File: src/rtl/mps_op_fsm.sv
// rtl/mps_op_fsm.sv - MPS main operation sequencer (precharge, contactor, PWM, discharge, fault latch)
// Optional discharge relay sequencing is enabled by defining MPS_DISCHARGE_EN.
module mps_op_fsm #(
    parameter int PRECHG_CNT  = 1000,
    parameter int FB_TIMEOUT  = 5000,
    parameter int PWM_OFF_CNT = 100,
    parameter int DISCHG_CNT  = 2000
) (
    input  logic       i_clk,
    input  logic       i_rst,
    input  logic       i_op_on,
    input  logic       i_run,
    input  logic       i_ready,
    input  logic       i_op_off,
    input  logic       i_intl_clr,
    input  logic       i_intl,
    input  logic       i_dc_ok,
    input  logic       i_mc_fb,
    output logic       o_pwm_en,
    output logic [2:0] o_mc,
    output logic [2:0] o_mps_fsm_m,
    output logic [3:0] o_op_on_fsm,
    output logic [3:0] o_op_off_fsm,
    output logic [3:0] o_on_state_fail_buf
);
    localparam int MAX_A = (PRECHG_CNT > FB_TIMEOUT) ? PRECHG_CNT : FB_TIMEOUT;
    localparam int MAX_B = (PWM_OFF_CNT > DISCHG_CNT) ? PWM_OFF_CNT : DISCHG_CNT;
    localparam int MAX_P = (MAX_A > MAX_B) ? MAX_A : MAX_B;
    localparam int CW    = $clog2(MAX_P) + 1;

`ifdef MPS_DISCHARGE_EN
    localparam logic DIS_BIT = 1'b1;
`else
    localparam logic DIS_BIT = 1'b0;
`endif

    typedef enum logic [2:0] {
        S_IDLE = 3'd0, S_OP_ON = 3'd1, S_READY = 3'd2,
        S_RUN = 3'd3, S_OP_OFF = 3'd4, S_FAULT = 3'd5
    } top_t;
    typedef enum logic [3:0] {
        ON_IDLE = 4'd0, ON_PRECHG = 4'd1, ON_PRECHG_WAIT = 4'd2,
        ON_MC_CLOSE = 4'd3, ON_PRECHG_OPEN = 4'd4, ON_DONE = 4'd5
    } on_step_t;
    typedef enum logic [3:0] {
        OFF_IDLE = 4'd0, OFF_PWM_OFF = 4'd1, OFF_MC_OPEN = 4'd2,
        OFF_DISCHARGE = 4'd3, OFF_DONE = 4'd4
    } off_step_t;

    top_t          state_q, state_d;
    on_step_t      on_q, on_d;
    off_step_t     off_q, off_d;
    logic [CW-1:0] cnt_q, cnt_d;
    logic          pwm_q, pwm_d;
    logic [2:0]    mc_q, mc_d;
    logic [3:0]    fail_q, fail_d;
    logic [4:0]    prev_q;
    logic [3:0]    fail_code;
    logic          go_fault;

    logic e_op_on, e_run, e_ready, e_op_off, e_clr;
    logic sel_off, sel_on, sel_ready, sel_run;

    assign e_op_on  = i_op_on    & ~prev_q[0];
    assign e_run    = i_run      & ~prev_q[1];
    assign e_ready  = i_ready    & ~prev_q[2];
    assign e_op_off = i_op_off   & ~prev_q[3];
    assign e_clr    = i_intl_clr & ~prev_q[4];

    // Highest-priority edge wins even when the current state then ignores it.
    assign sel_off   = e_op_off;
    assign sel_on    = e_op_on & ~e_op_off;
    assign sel_ready = e_ready & ~e_op_off & ~e_op_on;
    assign sel_run   = e_run & ~e_op_off & ~e_op_on & ~e_ready;

    always_ff @(posedge i_clk) begin
        if (i_rst) begin
            state_q <= S_IDLE;
            on_q    <= ON_IDLE;
            off_q   <= OFF_IDLE;
            cnt_q   <= '0;
            pwm_q   <= 1'b0;
            mc_q    <= 3'b000;
            fail_q  <= 4'd0;
            prev_q  <= 5'b0;
        end else begin
            state_q <= state_d;
            on_q    <= on_d;
            off_q   <= off_d;
            cnt_q   <= cnt_d;
            pwm_q   <= pwm_d;
            mc_q    <= mc_d;
            fail_q  <= fail_d;
            prev_q  <= {i_intl_clr, i_op_off, i_ready, i_run, i_op_on};
        end
    end

    always_comb begin
        state_d   = state_q;
        on_d      = on_q;
        off_d     = off_q;
        cnt_d     = cnt_q + CW'(1);
        pwm_d     = pwm_q;
        mc_d      = mc_q;
        fail_d    = fail_q;
        fail_code = 4'd0;
        go_fault  = 1'b0;
        case (state_q)
            S_IDLE: begin
                pwm_d = 1'b0;
                mc_d  = 3'b000;
                if (sel_on) begin
                    state_d = S_OP_ON;
                    on_d    = ON_PRECHG;
                    cnt_d   = '0;
                    mc_d    = 3'b001;
                end
            end
            S_OP_ON: begin
                case (on_q)
                    ON_PRECHG: begin
                        on_d  = ON_PRECHG_WAIT;
                        cnt_d = '0;
                    end
                    ON_PRECHG_WAIT: begin
                        if (cnt_q == CW'(PRECHG_CNT - 1)) begin
                            if (i_dc_ok) begin
                                on_d  = ON_MC_CLOSE;
                                cnt_d = '0;
                                mc_d  = 3'b011;
                            end else begin
                                fail_code = 4'd1;
                            end
                        end
                    end
                    ON_MC_CLOSE: begin
                        if (i_mc_fb) begin
                            on_d = ON_PRECHG_OPEN;
                            mc_d = 3'b010;
                        end else if (cnt_q == CW'(FB_TIMEOUT - 1)) begin
                            fail_code = 4'd2;
                        end
                    end
                    ON_PRECHG_OPEN: on_d = ON_DONE;
                    ON_DONE: begin
                        state_d = S_READY;
                        on_d    = ON_IDLE;
                    end
                    default: go_fault = 1'b1;
                endcase
            end
            S_READY, S_RUN: begin
                mc_d  = 3'b010;
                pwm_d = (state_q == S_RUN);
                if (!i_mc_fb) begin
                    fail_code = 4'd4;
                end else if (sel_off) begin
                    state_d = S_OP_OFF;
                    off_d   = OFF_PWM_OFF;
                    cnt_d   = '0;
                    pwm_d   = 1'b0;
                end else if (sel_run && state_q == S_READY) begin
                    state_d = S_RUN;
                    pwm_d   = 1'b1;
                end else if (sel_ready && state_q == S_RUN) begin
                    state_d = S_READY;
                    pwm_d   = 1'b0;
                end
            end
            S_OP_OFF: begin
                pwm_d = 1'b0;
                case (off_q)
                    OFF_PWM_OFF: begin
                        if (cnt_q == CW'(PWM_OFF_CNT - 1)) begin
                            off_d = OFF_MC_OPEN;
                            cnt_d = '0;
                            mc_d  = 3'b000;
                        end
                    end
                    OFF_MC_OPEN: begin
                        if (!i_mc_fb) begin
`ifdef MPS_DISCHARGE_EN
                            off_d = OFF_DISCHARGE;
                            cnt_d = '0;
                            mc_d  = 3'b100;
`else
                            off_d = OFF_DONE;
`endif
                        end else if (cnt_q == CW'(FB_TIMEOUT - 1)) begin
                            fail_code = 4'd3;
                        end
                    end
`ifdef MPS_DISCHARGE_EN
                    OFF_DISCHARGE: begin
                        if (cnt_q == CW'(DISCHG_CNT - 1)) begin
                            off_d = OFF_DONE;
                            mc_d  = 3'b000;
                        end
                    end
`endif
                    OFF_DONE: begin
                        state_d = S_IDLE;
                        off_d   = OFF_IDLE;
                    end
                    default: go_fault = 1'b1;
                endcase
            end
            S_FAULT: begin
                if (e_clr && !i_intl) begin
                    state_d = S_IDLE;
                    fail_d  = 4'd0;
                    mc_d    = 3'b000;
                end
            end
            default: go_fault = 1'b1;
        endcase

        if (state_q != S_FAULT && (i_intl || fail_code != 4'd0 || go_fault)) begin
            state_d = S_FAULT;
            on_d    = ON_IDLE;
            off_d   = OFF_IDLE;
            cnt_d   = '0;
            pwm_d   = 1'b0;
            mc_d    = {DIS_BIT, 2'b00};
            if (fail_q == 4'd0)
                fail_d = i_intl ? 4'd8 : fail_code;
        end
    end

    assign o_pwm_en            = pwm_q;
    assign o_mc                = mc_q;
    assign o_mps_fsm_m         = state_q;
    assign o_op_on_fsm         = on_q;
    assign o_op_off_fsm        = off_q;
    assign o_on_state_fail_buf = fail_q;
endmodule

File: config.mk
export PLATFORM = sky130hd
export DESIGN_NAME = mps_op_fsm
export DESIGN_NICKNAME = d
export VERILOG_FILES = /design/src/rtl/mps_op_fsm.sv
export SDC_FILE = /design/constraint.sdc
export NUM_CORES = 1
export LEC_CHECK = 0
export CAP_MARGIN = 10
export CORE_MARGIN = 1
export CORE_UTILIZATION = 59
export DETAILED_ROUTE_END_ITERATION = 12
export GPL_ROUTABILITY_DRIVEN = 0
export PLACE_DENSITY = 0.87
export REMOVE_ABC_BUFFERS = 1
export SKIP_CTS_REPAIR_TIMING = 1
export SYNTH_ARGS = -nofsm -noshare
export SYNTH_HDL_FRONTEND = slang
export SYNTH_SLANG_ARGS = --single-unit
File: constraint.sdc
create_clock -name i_clk -period 6.3 [get_ports i_clk]
set_input_delay 0.63 -clock i_clk [delete_from_list [all_inputs] [get_ports i_clk]]
set_output_delay 0.63 -clock i_clk [all_outputs]
set_load 0.03 [all_outputs]
### After elaboration in Yosys (flattened, before gate mapping)

Cells that the tools add are included.

| storage, ports and cells | value |
|---|---|
| bits in registers | 38 |
| latch bits | 0 |
| memory bits (writable) | 0 |
| bits in read-only memories | 0 |
| bits of input ports | 10 |
| output and inout port bits | 19 |
| memories kept | 0 |

| cells by class | value |
|---|---|
| $add $sub $neg | 1 |
| $mul | 0 |
| div/mod/pow operators | 0 |
| magnitude comparators | 0 |
| eq/ne operators | 40 |
| shifts and indexed selects | 0 |
| multiplexer cells | 62 |
| bitwise logic cells | 19 |
| reductions and logical operators | 26 |

Operators with widths:

| operator | count |
|---|---|
| $mux W14 | 7 |
| $pmux W14 S4 | 1 |
| $mux W4 | 13 |
| $mux W3 | 15 |
| $pmux W3 S5 | 2 |
| $pmux W14 S2 | 1 |
| $ne A3 B3 Y1 const B | 9 |
| $pmux W4 S5 | 1 |
| $pmux W4 S2 | 2 |
| $add A14 B1 Y14 const B | 1 |
| $eq A14 B10 Y1 const B | 1 |
| $eq A14 B13 Y1 const B | 1 |
| $eq A14 B7 Y1 const B | 1 |
| $reduce_and A7 Y1 | 2 |
| $eq A4 B2 Y1 const B | 3 |
| $eq A4 B3 Y1 const B | 3 |
| $pmux W4 S3 | 1 |
| $reduce_and A6 Y1 | 2 |
| $and A1 B1 Y1 | 11 |
| $mux W2 | 5 |
| $ne A2 B2 Y1 const B | 5 |
| $mux W1 | 9 |
| $ne A3 B2 Y1 const B | 3 |
| $pmux W3 S3 | 1 |
| other kinds (28) | 48 |

### Depth between registers and ports, before layout

| depth | value |
|---|---|
| depth after elaboration | 12 |
| mapped depth | 10 |

### Least setup slack after synthesis

No wires, ideal clock.

| path | value |
|---|---|
| path type | register to register |
| start | reg state_q[2], in the netlist o_mps_fsm_m[2] |
| end | reg state_q[0], in the netlist o_mps_fsm_m[0] |
| setup time | 0.125 ns |
| arrival | 2.437 ns |
| setup slack | 3.738 ns |
| stages on the path, launching flop included | 10 |
| clock period less this slack | 2.562 ns |
| path through | dfxtp_1 > buf_2 > inv_1 > ha_1 > nor2b_1 > or3_1 > nor3b_2 > or3b_2 > o221ai_1 > mux2i_1 |

| on the way | value |
|---|---|
| cells in the longest elaborated chain, start to end | 9 |

Ends and longest elaborated chain:

| element | line | text |
|---|---|---|
| start, declared | 50 | `top_t state_q, state_d;` |
| start signal, assigned | 87 | `state_q <= state_d;` |
| $eq A3 B2 Y1, on equally long branches | 108, 165, 162 |  |
| $reduce_or A2 Y1 | 108 | `case (state_q)` |
| $pmux W3 S3 | 108 |  |
| $reduce_bool A4 Y1 | 218 | `if (state_q != S_FAULT && (i_intl \|\| fail_code != 4'd0 \|\| go_fault)) begin` |
| $logic_or A1 B1 Y1 (2 in series) | 218 |  |
| $logic_and A1 B1 Y1 | 218 |  |
| $ne A5 B5 Y1 (no source line) (tied with other cells) | n/a |  |
| $reduce_and A7 Y1 (no source line) | n/a |  |

Several ways; a longest one is shown, not always the timed one. The select of a mux whose other input is x is not followed.
A chain may end at the register's enable or synchronous reset.

### Worst setup path after layout

| path | value |
|---|---|
| start | reg state_q[2], in the netlist o_mps_fsm_m[2] |
| end | reg cnt_q[2] |

| on the way | value |
|---|---|
| cells in the longest elaborated chain, start to end | 8 |

Ends and longest elaborated chain:

| element | line | text |
|---|---|---|
| $eq A3 B2 Y1 | 108 |  |
| $reduce_or A2 Y1 | 108 |  |
| $pmux W3 S3 | 108 |  |
| $reduce_bool A4 Y1 | 218 |  |
| $logic_or A1 B1 Y1 (2 in series) | 218 |  |
| $logic_and A1 B1 Y1 | 218 |  |
| $reduce_or A2 Y1 (no source line) | n/a |  |
| end signal, assigned | 90 | `cnt_q <= cnt_d;` |
| end, declared | 53 | `logic [CW-1:0] cnt_q, cnt_d;` |

Several ways; a longest one is shown, not always the timed one.

==> impl_metrics.csv <==
group,metric,value,unit
synth,yosys.cell_types.count,58,
worst_setup_path,crit_required,6.58,ns
floorplanning,initial_core_util,62.7,%
floorplanning,die-area,3870,sq um
synth,async_flop_share,0,%
global_routing,grt_pass1_vias,1847,
synth,yosysWarnings,0,
final_layout,fin_cells,333,
sta,hold_ws,0.454,ns
cts,cts_tree,"built",
pwr,p_leak,0.844,nW
worst_setup_path,reg2reg_from,"o_mps_fsm_m[2]",
global_routing,track_usage,26.4,%
synth,ys_seq_elements,35,
final_layout,fin_nets,300,
min_path,min_to,"cnt_q[0]",
cts,path_clk_slew,0.11,ns
synth,synth_common_cells,"nor2_1 (38), dfxtp_1 (35), nand2_1 (26), a21oi_1 (16), nor2b_1 (11)",
global_routing,grt.overflow.total,0,
detailed_routing,wire_per_inst,14.4,microns
pwr,p_per_area,327,nW/um^2
cts,ctsHtreeMaxLevel,2,
floorplanning,fp-row-count,21,
sta,tns,0,ns
cts,clock_path_buffers,2,
final_layout,final-seq-area,701,sq um
worst_setup_path,crit_path_start_kind,"register",
synth,synth_area_leaders,"dfxtp_1 (33%), nor2_1 (6.7%), nand2_1 (4.6%), a21oi_1 (3.7%), xor2_1 (3.3%)",
worst_setup_path,reg2reg_depth,8,
final_layout,multi_input_area,1350,sq um
detailed_routing,vias,2015,
cts,cts_root_buf,"clkbuf_4",
worst_setup_path,crit_arrival,2.96,ns
worst_setup_path,r2r_end,"cnt_q[2]",
pwr,finalPower,0.798,mW
min_path,min_path_type,"reg -> reg",
synth,synth-edff-count,0,
min_path,hold_path_depth,1,
sta,worst_pin_slew,0.709,ns
worst_setup_path,path_max_fanout,14,
sta,post-route-min-period,2.68,ns
placed_design,dpl.cell_count,325,
final_layout,final_core_util,71.4,%
global_routing,antenna_found_initial,0,
sta,maxSlewViolCount,0,
cts,insertion_delay,0.35,ns
final_layout,drive_gt1_share,6.62,%
cts,cts_sinks,35,
floorplanning,die_width,62.2,microns
sta,relSlewSlack,52.7,%
detailed_routing,drt_iter0_drc,190,
synth,ys_seq_area_share,32.7,%
detailed_routing,viasPerCell,6.05,
sta,fin_skew,0.0110,ns
final_layout,post-route-cell-area,2440,sq um
cts,cts_buffers,5,
floorplanning,ioPinCount,29,
sta,clock.fmax,373,MHz
sta,setup_violations,0,
worst_setup_path,crit_path_end_kind,"register",
sta,fin_ws,3.62,ns
sta,final_hold_viol_count,0,
floorplanning,design.core.area,3420,sq um
placed_design,post-dp-hpwl,3.56,mm
detailed_routing,drtAntennaViolNets,0,
synth,yosysMostFrequentCell,"nor2_1",
pwr,peakVddDrop,0.000204,V
synth,synthCells,264,
synth,synth_flop_cell,"dfxtp_1",
worst_setup_path,crit_type,"reg -> reg",
detailed_routing,drc,0,
worst_setup_path,r2r_setup_slack,3.62,ns
synth,syn_area,2140,sq um
job,drv_cap,0,
floorplanning,fp.dieH,62.2,microns
global_routing,grt_pass1_wl,8.34,mm
placed_design,place_area,2390,sq um
status,status,"completed",
sta,fin_crit_sh,42.5,%
synth,avgSynthCellArea,8.11,sq um
detailed_routing,wl,4.78,mm
placed_design,place_worst_setup_slack,3.48,ns
synth,synth_top_area_cell,"dfxtp_1",
synth,yosys.area.top_type_share,32.7,%
detailed_routing,first_pass_iters,4,
sta,rsz0062_at_grt,"no",
global_routing,grt_max_degree,20,
placed_design,io_buffers,25,
final_layout,area_growth_syn_to_layout,14.0,%
min_path,hold_start,"cnt_q[0]",
final_layout,num-fill-cells,277,
final_layout,antenna_cells,0,
[area by class of cell]
| type | count | share of cell area (%) |
|---|---|---|
| Multi-Input combinational cell | 211 | 55.3 |
| Sequential cell | 35 | 28.7 |
| Timing Repair Buffer | 25 | 10.3 |
| Tap cell | 46 | 2.36 |
| Clock buffer | 5 | 1.54 |
| Inverter | 8 | 1.23 |
| Clock inverter | 3 | 0.615 |
[cells by family after synthesis]
family / Yosys count / share of synthesized area [%]
xor+xnor: 11 / 4.50
mux: 2 / 0.935
flops: 35 / 32.7
other cells: 1 / 0.175
buf+inv: 20 / 4.62
simple gates: 134 / 34.8
fa+ha+maj: 4 / 2.34
compound gates: 57 / 19.9
[how the worst max path moves through the flow]
stage,from,to,slack [ns],cells past startpoint
finish,o_mps_fsm_m[2],cnt_q[2],3.62,8
global route,o_mps_fsm_m[2],cnt_q[2],3.35,8
CTS,o_mps_fsm_m[2],cnt_q[2],3.62,8
detailed placement,i_mc_fb,cnt_q[2],3.48,7
global placement,i_mc_fb,cnt_q[2],3.54,7
floorplan,o_mps_fsm_m[2],o_mps_fsm_m[0],3.74,8
[per-layer routing]
| metal | GRT usage (%) | up-vias | share of wire [%] |
|---|---|---|---|
| met5 | 0 | - | 0 |
| met4 | 9.59 | 0 | 1.2 |
| met3 | 4.96 | 7 | 6.5 |
| met2 | 40.9 | 75 | 44 |
| met1 | 36.4 | 938 | 48 |
| li1 | - | 995 | - |
[worst max-delay path: stages, from the launching register on]
cell      delay (ns)
dfxtp_1         0.58
inv_1           0.16
ha_1            0.29
nor2b_1         0.21
or3_1           0.34
nor3b_2         0.20
nor3b_4         0.35
o221ai_4        0.24
nor3b_1         0.23
[power breakdown]
group | internal, mW | switching, mW
registers | 0.242 | 0.0456
logic | 0.155 | 0.235
clock network | 0.0415 | 0.0792
[sequential cells by signal (all words and copies together) (netlist names)]
name                 flops
o_mps_fsm_m              3
o_mc                     2
prev_q                   5
o_op_off_fsm             3
o_on_state_fail_buf      4
cnt_q                   14
o_pwm_en                 1
o_op_on_fsm              3
[cell usage in the layout, fill, tap and decap left out, types with 4 or more instances in the layout]
| cell type | instances |
|---|---|
| a211oi_1 | 5 |
| a21oi_1 | 16 |
| and3_1 | 5 |
| and4_1 | 4 |
| clkbuf_4 | 5 |
| clkdlybuf4s50_1 | 25 |
| dfxtp_1 | 35 |
| ha_1 | 4 |
| inv_1 | 8 |
| nand2_1 | 26 |
| nand2b_1 | 6 |
| nand3_1 | 7 |
| nand4_1 | 6 |
| nor2_1 | 38 |
| nor2b_1 | 11 |
| nor3_1 | 7 |
| o21ai_0 | 9 |
| or3_1 | 5 |
| xor2_1 | 8 |
No activity file was read; power rests on OpenSTA's default activity.
